File: src/rtl/counter_cmd_pkg.sv
// Shared definitions for the command-driven counter control block.
//   state_e       : command FSM states (IDLE / CLR / HOLD)
//   clog2_min1()  : ceil(log2(n)) clamped to at least 1 bit
//   mode_w()      : width of one channel's mode field
//   ch_w()        : width of the channel index
package counter_cmd_pkg;

  typedef enum logic [1:0] {
    ST_IDLE,
    ST_CLR,
    ST_HOLD
  } state_e;

  function automatic int clog2_min1(input int n);
    return (n <= 2) ? 1 : $clog2(n);
  endfunction

  function automatic int mode_w(input int mode_n);
    return clog2_min1(mode_n);
  endfunction

  function automatic int ch_w(input int num_ch);
    return clog2_min1(num_ch);
  endfunction

endpackage

File: src/rtl/counter_cmd_ch.sv
// One counter channel: run-enable flag and wrapping mode register.
//   clk, rst     : clock, asynchronous active-high reset
//   tgl_en_i     : toggle the run enable this cycle
//   adv_mode_i   : advance the mode this cycle (MODE_N-1 wraps to 0)
//   enable_o     : registered run enable
//   mode_o       : registered mode, always < MODE_N
module counter_cmd_ch
  import counter_cmd_pkg::*;
#(
  parameter int MODE_N = 3,
  localparam int MODE_W = mode_w(MODE_N)
) (
  input  logic              clk,
  input  logic              rst,
  input  logic              tgl_en_i,
  input  logic              adv_mode_i,
  output logic              enable_o,
  output logic [MODE_W-1:0] mode_o
);

  logic              en_q, en_d;
  logic [MODE_W-1:0] mode_q, mode_d;

  always_comb begin
    en_d   = en_q;
    mode_d = mode_q;
    if (tgl_en_i) begin
      en_d = ~en_q;
    end
    if (adv_mode_i) begin
      mode_d = (mode_q == MODE_W'(MODE_N - 1)) ? '0 : mode_q + 1'b1;
    end
  end

  always_ff @(posedge clk or posedge rst) begin
    if (rst) begin
      en_q   <= 1'b0;
      mode_q <= '0;
    end else begin
      en_q   <= en_d;
      mode_q <= mode_d;
    end
  end

  assign enable_o = en_q;
  assign mode_o   = mode_q;

endmodule

File: src/rtl/counter_cmd_ctrl.sv
// Command controller for NUM_CH counter channels. A command accepted in IDLE
// toggles enables / advances modes of the targeted channels and optionally
// launches a CLR_CYC-cycle clear pulse, followed by one HOLD cycle.
//   clk, rst    : clock, asynchronous active-high reset
//   cmd_valid   : command offered;  cmd_ready : accepted only in IDLE
//   cmd_ch      : target channel;   cmd_bcast : target all channels
//   cmd_clear / cmd_enable / cmd_mode : request bits, applied together
//   o_enable    : per-channel run enable
//   o_mode      : per-channel mode, channel i at [i*MODE_W +: MODE_W]
//   o_clear     : per-channel clear pulse
//   o_err       : one-cycle pulse for a command naming a nonexistent channel
module counter_cmd_ctrl
  import counter_cmd_pkg::*;
#(
  parameter int NUM_CH  = 4,
  parameter int MODE_N  = 3,
  parameter int CLR_CYC = 2,
  localparam int MODE_W = mode_w(MODE_N),
  localparam int CH_W   = ch_w(NUM_CH)
) (
  input  logic                     clk,
  input  logic                     rst,
  input  logic                     cmd_valid,
  output logic                     cmd_ready,
  input  logic [CH_W-1:0]          cmd_ch,
  input  logic                     cmd_bcast,
  input  logic                     cmd_clear,
  input  logic                     cmd_enable,
  input  logic                     cmd_mode,
  output logic [NUM_CH-1:0]        o_enable,
  output logic [NUM_CH*MODE_W-1:0] o_mode,
  output logic [NUM_CH-1:0]        o_clear,
  output logic                     o_err
);

  localparam int CNT_W = clog2_min1(CLR_CYC);

  state_e             state_q, state_d;
  logic [CNT_W-1:0]   cnt_q, cnt_d;
  logic [NUM_CH-1:0]  clr_q, clr_d;
  logic               err_q, err_d;

  logic [NUM_CH-1:0]  target;
  logic [NUM_CH-1:0]  tgl_en;
  logic [NUM_CH-1:0]  adv_mode;
  logic               accept;
  logic               any_req;
  logic               bad_ch;

  assign cmd_ready = (state_q == ST_IDLE);
  assign accept    = cmd_valid && cmd_ready;
  assign any_req   = cmd_clear || cmd_enable || cmd_mode;
  assign bad_ch    = !cmd_bcast && (32'(cmd_ch) >= NUM_CH);

  always_comb begin
    target = '0;
    for (int unsigned i = 0; i < NUM_CH; i++) begin
      target[i] = cmd_bcast || (32'(cmd_ch) == i);
    end
  end

  // A command with no request bits is a pure no-op, so it never flags o_err
  // even when it names a nonexistent channel.
  always_comb begin
    state_d  = state_q;
    cnt_d    = cnt_q;
    clr_d    = clr_q;
    err_d    = 1'b0;
    tgl_en   = '0;
    adv_mode = '0;
    unique case (state_q)
      ST_IDLE: begin
        if (accept && any_req) begin
          if (bad_ch) begin
            err_d = 1'b1;
          end else begin
            tgl_en   = cmd_enable ? target : '0;
            adv_mode = cmd_mode   ? target : '0;
            if (cmd_clear) begin
              state_d = ST_CLR;
              cnt_d   = '0;
              clr_d   = target;
            end else begin
              state_d = ST_HOLD;
            end
          end
        end
      end
      ST_CLR: begin
        if (cnt_q == CNT_W'(CLR_CYC - 1)) begin
          state_d = ST_HOLD;
          clr_d   = '0;
        end else begin
          cnt_d = cnt_q + 1'b1;
        end
      end
      ST_HOLD: begin
        state_d = ST_IDLE;
        clr_d   = '0;
      end
      default: begin
        state_d = ST_IDLE;
        clr_d   = '0;
      end
    endcase
  end

  always_ff @(posedge clk or posedge rst) begin
    if (rst) begin
      state_q <= ST_IDLE;
      cnt_q   <= '0;
      clr_q   <= '0;
      err_q   <= 1'b0;
    end else begin
      state_q <= state_d;
      cnt_q   <= cnt_d;
      clr_q   <= clr_d;
      err_q   <= err_d;
    end
  end

  for (genvar g = 0; g < NUM_CH; g++) begin : g_ch
    counter_cmd_ch #(.MODE_N(MODE_N)) u_ch (
      .clk        (clk),
      .rst        (rst),
      .tgl_en_i   (tgl_en[g]),
      .adv_mode_i (adv_mode[g]),
      .enable_o   (o_enable[g]),
      .mode_o     (o_mode[g*MODE_W +: MODE_W])
    );
  end

  assign o_clear = clr_q;
  assign o_err   = err_q;

endmodule

File: config.mk
export PLATFORM = sky130hd
export DESIGN_NAME = counter_cmd_ctrl
export DESIGN_NICKNAME = d
export VERILOG_FILES = /design/src/rtl/counter_cmd_pkg.sv /design/src/rtl/counter_cmd_ch.sv /design/src/rtl/counter_cmd_ctrl.sv
export SDC_FILE = /design/constraint.sdc
export NUM_CORES = 1
export LEC_CHECK = 0
export ABC_AREA = 1
export CAP_MARGIN = 20
export CELL_PAD_IN_SITES_DETAIL_PLACEMENT = 1
export CELL_PAD_IN_SITES_GLOBAL_PLACEMENT = 2
export CORE_MARGIN = 2
export CORE_UTILIZATION = 31
export CTS_BUF_LIST = sky130_fd_sc_hd__clkbuf_4 sky130_fd_sc_hd__clkbuf_8
export DETAILED_ROUTE_END_ITERATION = 10
export GPL_ROUTABILITY_DRIVEN = 1
export PLACE_DENSITY = 0.95
export SLEW_MARGIN = 20
export SYNTH_ARGS = -nofsm -noshare
export SYNTH_HDL_FRONTEND = slang
export SYNTH_SLANG_ARGS = --single-unit
File: constraint.sdc
create_clock -name clk -period 3.1 [get_ports clk]
set_clock_uncertainty 0.15 [all_clocks]
set_input_delay 0.465 -clock clk [delete_from_list [all_inputs] [get_ports clk]]
set_output_delay 0.465 -clock clk [all_outputs]
set_load 0.01 [all_outputs]
==> flow_summary.yaml, run 1 <==
layout:
  final_util_pct: 41.2
  seq_area_sq_um: 475
  diodes: 0
  syn_to_final_growth_pct: 26.1
  nets: 172
  multi_input_area_sq_um: 505
  drive_above_1_share_pct: 12.3
  nFillCells: 423
clock_tree:
  cts.clk_slew.worst_paths_ps: 110
  holdBufCountCts: 0
  cts-htree-levels: 1
  post_cts_buffers: 0
  clock_latency_ps: 290
  cts_resized: 0
  clockBufferDepth: 2
  cts_tree: "built"
  cts-root-buf: "clkbuf_4"
  cts_inserted_buffers: 3
  cts_sinks: 19
timing:
  tightest_slew_ps: 758
  hold_viol: 0
  finalWorstSetupSlack_ps: 958
  finalCriticalPeriod_ps: 2140
  finalCritPeriodShare_pct: 69.1
  grt_setup_unrepaired: "no"
  slew-limit-headroom_pct: 49.4
  fin_setup_tns_ps: 0
  finalSetupViolCount: 0
  fmax_mhz: 467
  maxSlewViolCount: 0
min_path:
  hp-class: "reg -> reg"
routing:
  viasPerCell: 4.60
  ant_nets: 0
  avgRoutedWirePerCell_microns: 12.9
  wirelength_mm: 2.69
  drc_errors: 0
  vias: 956
  firstDrtPassIters: 4
  drt_iter0_drc: 15
synthesis:
  synth_seq_cells: 19
  synth_top_area_share_pct: 42.9
  yosysTopAreaCell: "dfrtp_1"
  synthesis.area_sq_um: 1110
  yosys-top-cells-area: "dfrtp_1, nand2_1, inv_1"
  synth_nets: 148
  yosysWarnings: 0
  avgSynthCellArea_sq_um: 7.97
  netlist_instances: 139
  yosysSeqAreaShare_pct: 42.9
  synth_cell_types: 22
worst_setup_path:
  worstPathArrival_ps: 1530
  crit_type: "reg -> out"
  endpoint_kind: "output port"
  path_max_fanout: 5
  cp.required_ps: 2480
  critPathLaunchType: "flip-flop"
global_route:
  grt_pass1_vias: 1093
  antenna_found_initial: 0
  grt_pass1_wl_mm: 4.95
  grt_usage_pct: 15.6
  gr-total-overflow: 0
  grt_start_max_net_pins: 20
placed_design:
  numPortBuffers: 25
  dp_hpwl_mm: 2.16
  dp_slack_ps: 1100
  gp_congestion: 0.748
floorplan:
  num_rows: 21
  core_area_sq_um: 3390
  die_area_sq_um: 4070
  die_w_microns: 63.8
  ios: 27
  start_util_pct: 32.7
  die_h_microns: 63.8
power_and_ir_drop:
  p_leak_nw: 0.687
  vdd_ir_drop_max_uv: 293
  p_per_area_nw_per_um2: 925
flow_run:
  drv_cap: 0
outcome:
  outcome: "complete, no violations"
-- worst max-delay path: stages (launching register included) --
cell,delay [ps]
dfrtp_1,460
nor2_4,210
clkdlybuf4s50_1,570
-- placed cells by master, fill, tap and decap left out --
master,count
nand2_8,1
dfrtp_1,19
conb_1,1
nor2_2,1
inv_2,2
o21ai_0,9
nand2_4,4
nand4_1,4
nor2_8,1
a21oi_1,3
nor2_4,5
clkbuf_4,4
inv_4,1
a21oi_2,1
o21ai_1,7
nor2_1,11
clkdlybuf4s50_1,25
inv_1,17
nand3_1,4
and3_1,1
nand3b_1,1
nand2_1,40
-- area by class of cell --
| cell class | count | share of cell area (%) |
|---|---|---|
| timing repair buffer | 25 | 17.9 |
| tap | 46 | 4.12 |
| multi-input combinational | 94 | 36.2 |
| sequential | 19 | 34.1 |
| inverter | 20 | 5.56 |
| clock buffer | 4 | 2.15 |
-- per-stage QoR --
| stage | power, mW | area [sq um] | cells | hold WS (ps) |
|---|---|---|---|---|
| after floorplan | 0.882 | 1110 | 139 | 266 |
| after global placement | 1.13 | 1370 | 204 | 299 |
| after detailed placement | 1.17 | 1370 | 204 | 316 |
| after CTS | 1.32 | 1400 | 208 | 343 |
| after global routing | 1.42 | 1400 | 208 | 380 |
| final | 1.29 | 1400 | 208 | 337 |
-- per-layer routing --
layer  vias up  part of all wire, %  GRT usage [%]
met4         0                  1.1           6.79
met1       459                   42           18.6
met3         4                  3.4           2.64
met2        19                   53           27.4
li1        474                    -              -
met5         -                    0              0
-- power by group --
| group | switching, mW | internal [mW] |
|---|---|---|
| clock network | 0.0770 | 0.0588 |
| logic | 0.371 | 0.324 |
| registers | 0.0980 | 0.363 |
-- state kept, by name (all words and copies together) (netlist names) --
register and flops:
g_ch.u_ch.mode_o 8, o_clear 4, cnt_q 1, state_q 2, g_ch.u_ch.enable_o 4
-- kinds of logic (layout without fill, tap and decap cells) --
logic type | count (synthesis) | in the layout | share of synthesized area, %
buf+inv | 26 | 49 | 11.4
flops | 19 | 19 | 42.9
other cells | 1 | 1 | 0.339
simple gates | 73 | 73 | 35.9
compound gates | 20 | 20 | 9.38
-- cells in the mapped netlist --
cell type and number:
a21oi_1 3, a21oi_2 1, and3_1 1, buf_4 5, buf_6 1, conb_1 1
dfrtp_1 19, inv_1 17, inv_2 2, inv_4 1, nand2_1 40, nand2_4 4
nand2_8 1, nand3_1 4, nand3b_1 1, nand4_1 4, nor2_1 11, nor2_2 1
nor2_4 5, nor2_8 1, o21ai_0 9, o21ai_1 7
-- worst paths after layout --
kind	from	depth (start not counted)	slack [ps]	endpoint
worst min register to register	cnt_q	2	340	cnt_q
max in group asynchronous	rst	2	1870	cnt_q
worst min-delay path	cnt_q	2	340	cnt_q
min in group asynchronous	rst	2	450	g_ch[2].u_ch.mode_o[1]
worst max-delay path	state_q[1]	2	960	cmd_ready
worst max register to register	state_q[0]	6	1670	g_ch[1].u_ch.mode_o[1]
(Power assumes the default switching activity.)
==> inputs of run 2 (changes only) <==
--- a/config.mk
+++ b/config.mk
@@ -10,11 +10,11 @@
 export CELL_PAD_IN_SITES_DETAIL_PLACEMENT = 1
 export CELL_PAD_IN_SITES_GLOBAL_PLACEMENT = 2
 export CORE_MARGIN = 2
-export CORE_UTILIZATION = 31
+export CORE_UTILIZATION = 26
 export CTS_BUF_LIST = sky130_fd_sc_hd__clkbuf_4 sky130_fd_sc_hd__clkbuf_8
 export DETAILED_ROUTE_END_ITERATION = 10
 export GPL_ROUTABILITY_DRIVEN = 1
-export PLACE_DENSITY = 0.95
+export PLACE_DENSITY = 0.87
 export SLEW_MARGIN = 20
 export SYNTH_ARGS = -nofsm -noshare
 export SYNTH_HDL_FRONTEND = slang
==> constraint.sdc (replaced) <==
create_clock -name clk -period 1.85 [get_ports clk]
set_clock_uncertainty 0.15 [all_clocks]
set_input_delay 0.2775 -clock clk [delete_from_list [all_inputs] [get_ports clk]]
set_output_delay 0.2775 -clock clk [all_outputs]
set_load 0.01 [all_outputs]
==> run 2 against run 1 <==
Effect of this change: non-clock buffer count up 4; register-to-register slack worse by 1200 ps; sequential power up 67%; die area up 18%; largest cell class unchanged; routed wire length up 0.93%; cell count up 3.8%; power up 75%; largest power group unchanged.
==> flow_summary.yaml, run 2 (synthesis results as in run 1) <==
placed_design:
  place_inst: 211
  dp_hpwl_mm: 2.15
  gp_congestion: 0.754
  numPortBuffers: 25
global_route:
  grt_pass1_vias: 1033
  grt_pass1_wl_mm: 4.81
  grt_usage_pct: 12.6
  antenna_found_initial: 0
  gr-total-overflow: 0
  grt_start_max_net_pins: 20
routing:
  ant_nets: 0
  drt_iter0_drc: 20
  avgRoutedWirePerCell_microns: 12.6
  vias: 955
  drc_errors: 0
  wirelength_mm: 2.72
  viasPerCell: 4.42
  firstDrtPassIters: 4
worst_setup_path:
  slowest_delay_ps: 560
  path_cells: "clkdlybuf4s50_1"
  worstPathArrival_ps: 1210
  critical-path-top-delay-family: "buffers and inverters"
  critPathLaunchType: "flip-flop"
  crit_type: "reg -> out"
  slowest_stage: "clkdlybuf4s50_1"
  r2r_setup_slack_ps: 450
  r2r_end: "g_ch[2].u_ch.enable_o"
  cp.required_ps: 1420
  reg2regPathDepth: 6
  critPathBufInv: 1
  endpoint_kind: "output port"
  path_max_fanout: 4
  r2r_start: "state_q[0]"
floorplan:
  core_area_sq_um: 4060
  num_rows: 23
  start_util_pct: 27.3
  die_area_sq_um: 4800
  ios: 27
  die_h_microns: 69.3
  die_w_microns: 69.3
layout:
  largest_reg_flops: 8
  mostFrequentLayoutCells: "nand2_1, clkdlybuf4s50_1, dfrtp_1"
  syn_to_final_growth_pct: 31.3
  diodes: 0
  drive_above_1_share_pct: 15.1
  nets: 176
  post_layout_nonfiller_instances: 216
  nFillCells: 501
  mostFrequentLayoutCell: "nand2_1"
outcome:
  outcome: "complete, no violations"
clock_tree:
  cts_tree: "built"
  cts_sinks: 19
  clock_latency_ps: 260
  holdBufCountCts: 0
  clockBufferDepth: 2
  cts-htree-levels: 1
  cts.clk_slew.worst_paths_ps: 80
  cts_inserted_buffers: 3
  cts-root-buf: "clkbuf_8"
timing:
  hold_viol: 0
  fmax_mhz: 611
  finalCriticalPeriod_ps: 1640
  grt_setup_unrepaired: "no"
  fin_setup_tns_ps: 0
  finalSetupViolCount: 0
  finalCritPeriodShare_pct: 88.4
  maxSlewViolCount: 0
power_and_ir_drop:
  p_per_area_nw_per_um2: 1560
  vdd_ir_drop_max_uv: 554
  p_leak_nw: 0.719
flow_run:
  drv_cap: 0
min_path:
  hp-class: "in -> async"
run 2: how the worst max path moves through the flow:
| stage | endpoint | cells past startpoint | startpoint |
|---|---|---|---|
| final | o_mode[1] | 1 | g_ch[0].u_ch.mode_o[1] |
| after global routing | o_mode[7] | 1 | g_ch[3].u_ch.mode_o[1] |
| after CTS | cmd_ready | 2 | state_q[0] |
| after detailed placement | o_clear[2] | 6 | cmd_ch[0] |
| after global placement | o_clear[1] | 6 | cmd_ch[1] |
| after floorplan | o_clear[0] | 8 | state_q[0] |
run 2: final cells by class:
| type | instances | area, sq um | share of cell area [%] |
|---|---|---|---|
| Clock buffer | 4 | 48.8 | 3.36 |
| Multi-Input combinational cell | 94 | 505 | 34.8 |
| Timing Repair Buffer | 29 | 283 | 19.4 |
| Sequential cell | 19 | 477 | 32.8 |
| Tap cell | 50 | 62.6 | 4.30 |
| Inverter | 20 | 77.6 | 5.34 |
run 2: metal layers:
| layer | track usage, % | up-vias | share of wire (%) |
|---|---|---|---|
| li1 | - | 480 | - |
| met1 | 15.9 | 449 | 47 |
| met2 | 20.7 | 21 | 47 |
| met3 | 2.62 | 5 | 4.3 |
| met4 | 5.23 | 0 | 1.7 |
| met5 | 0 | - | 0 |
run 2: power by group:
group          total (mW)  switching (mW)  internal (mW)  leakage, nW
Combinational        1.17           0.612          0.560        0.455
Sequential          0.772           0.160          0.612        0.238
Clock               0.317           0.149          0.168       0.0262
run 2: repair_timing:
item | CTS | global route
buffers inserted | 1 | 0
pin swaps | 1 | 0
endpoints found under the hold margin | 0 | 0
cloned | 0 | 0
resized for setup | 0 | 2
endpoints found under the setup margin | 1 | 1
run 2: through the flow:
| stage | area (sq um) | utilization (%) | total power [mW] | setup slack [ps] | hold WS [ps] |
|---|---|---|---|---|---|
| 6_report | 1450 | 35.8 | 2.26 | 214 | 193 |
| 5_1_grt | 1450 | 35.8 | 2.48 | 161 | 223 |
| 4_1_cts | 1450 | 35.7 | 2.31 | 11.7 | 207 |
| 3_5_place_dp | 1390 | 34.4 | 1.96 | 57.6 | 300 |
| 3_3_place_gp | 1390 | 34.4 | 1.91 | 90.2 | 301 |
| 2_1_floorplan | 1110 | - | 1.48 | 577 | 78.6 |
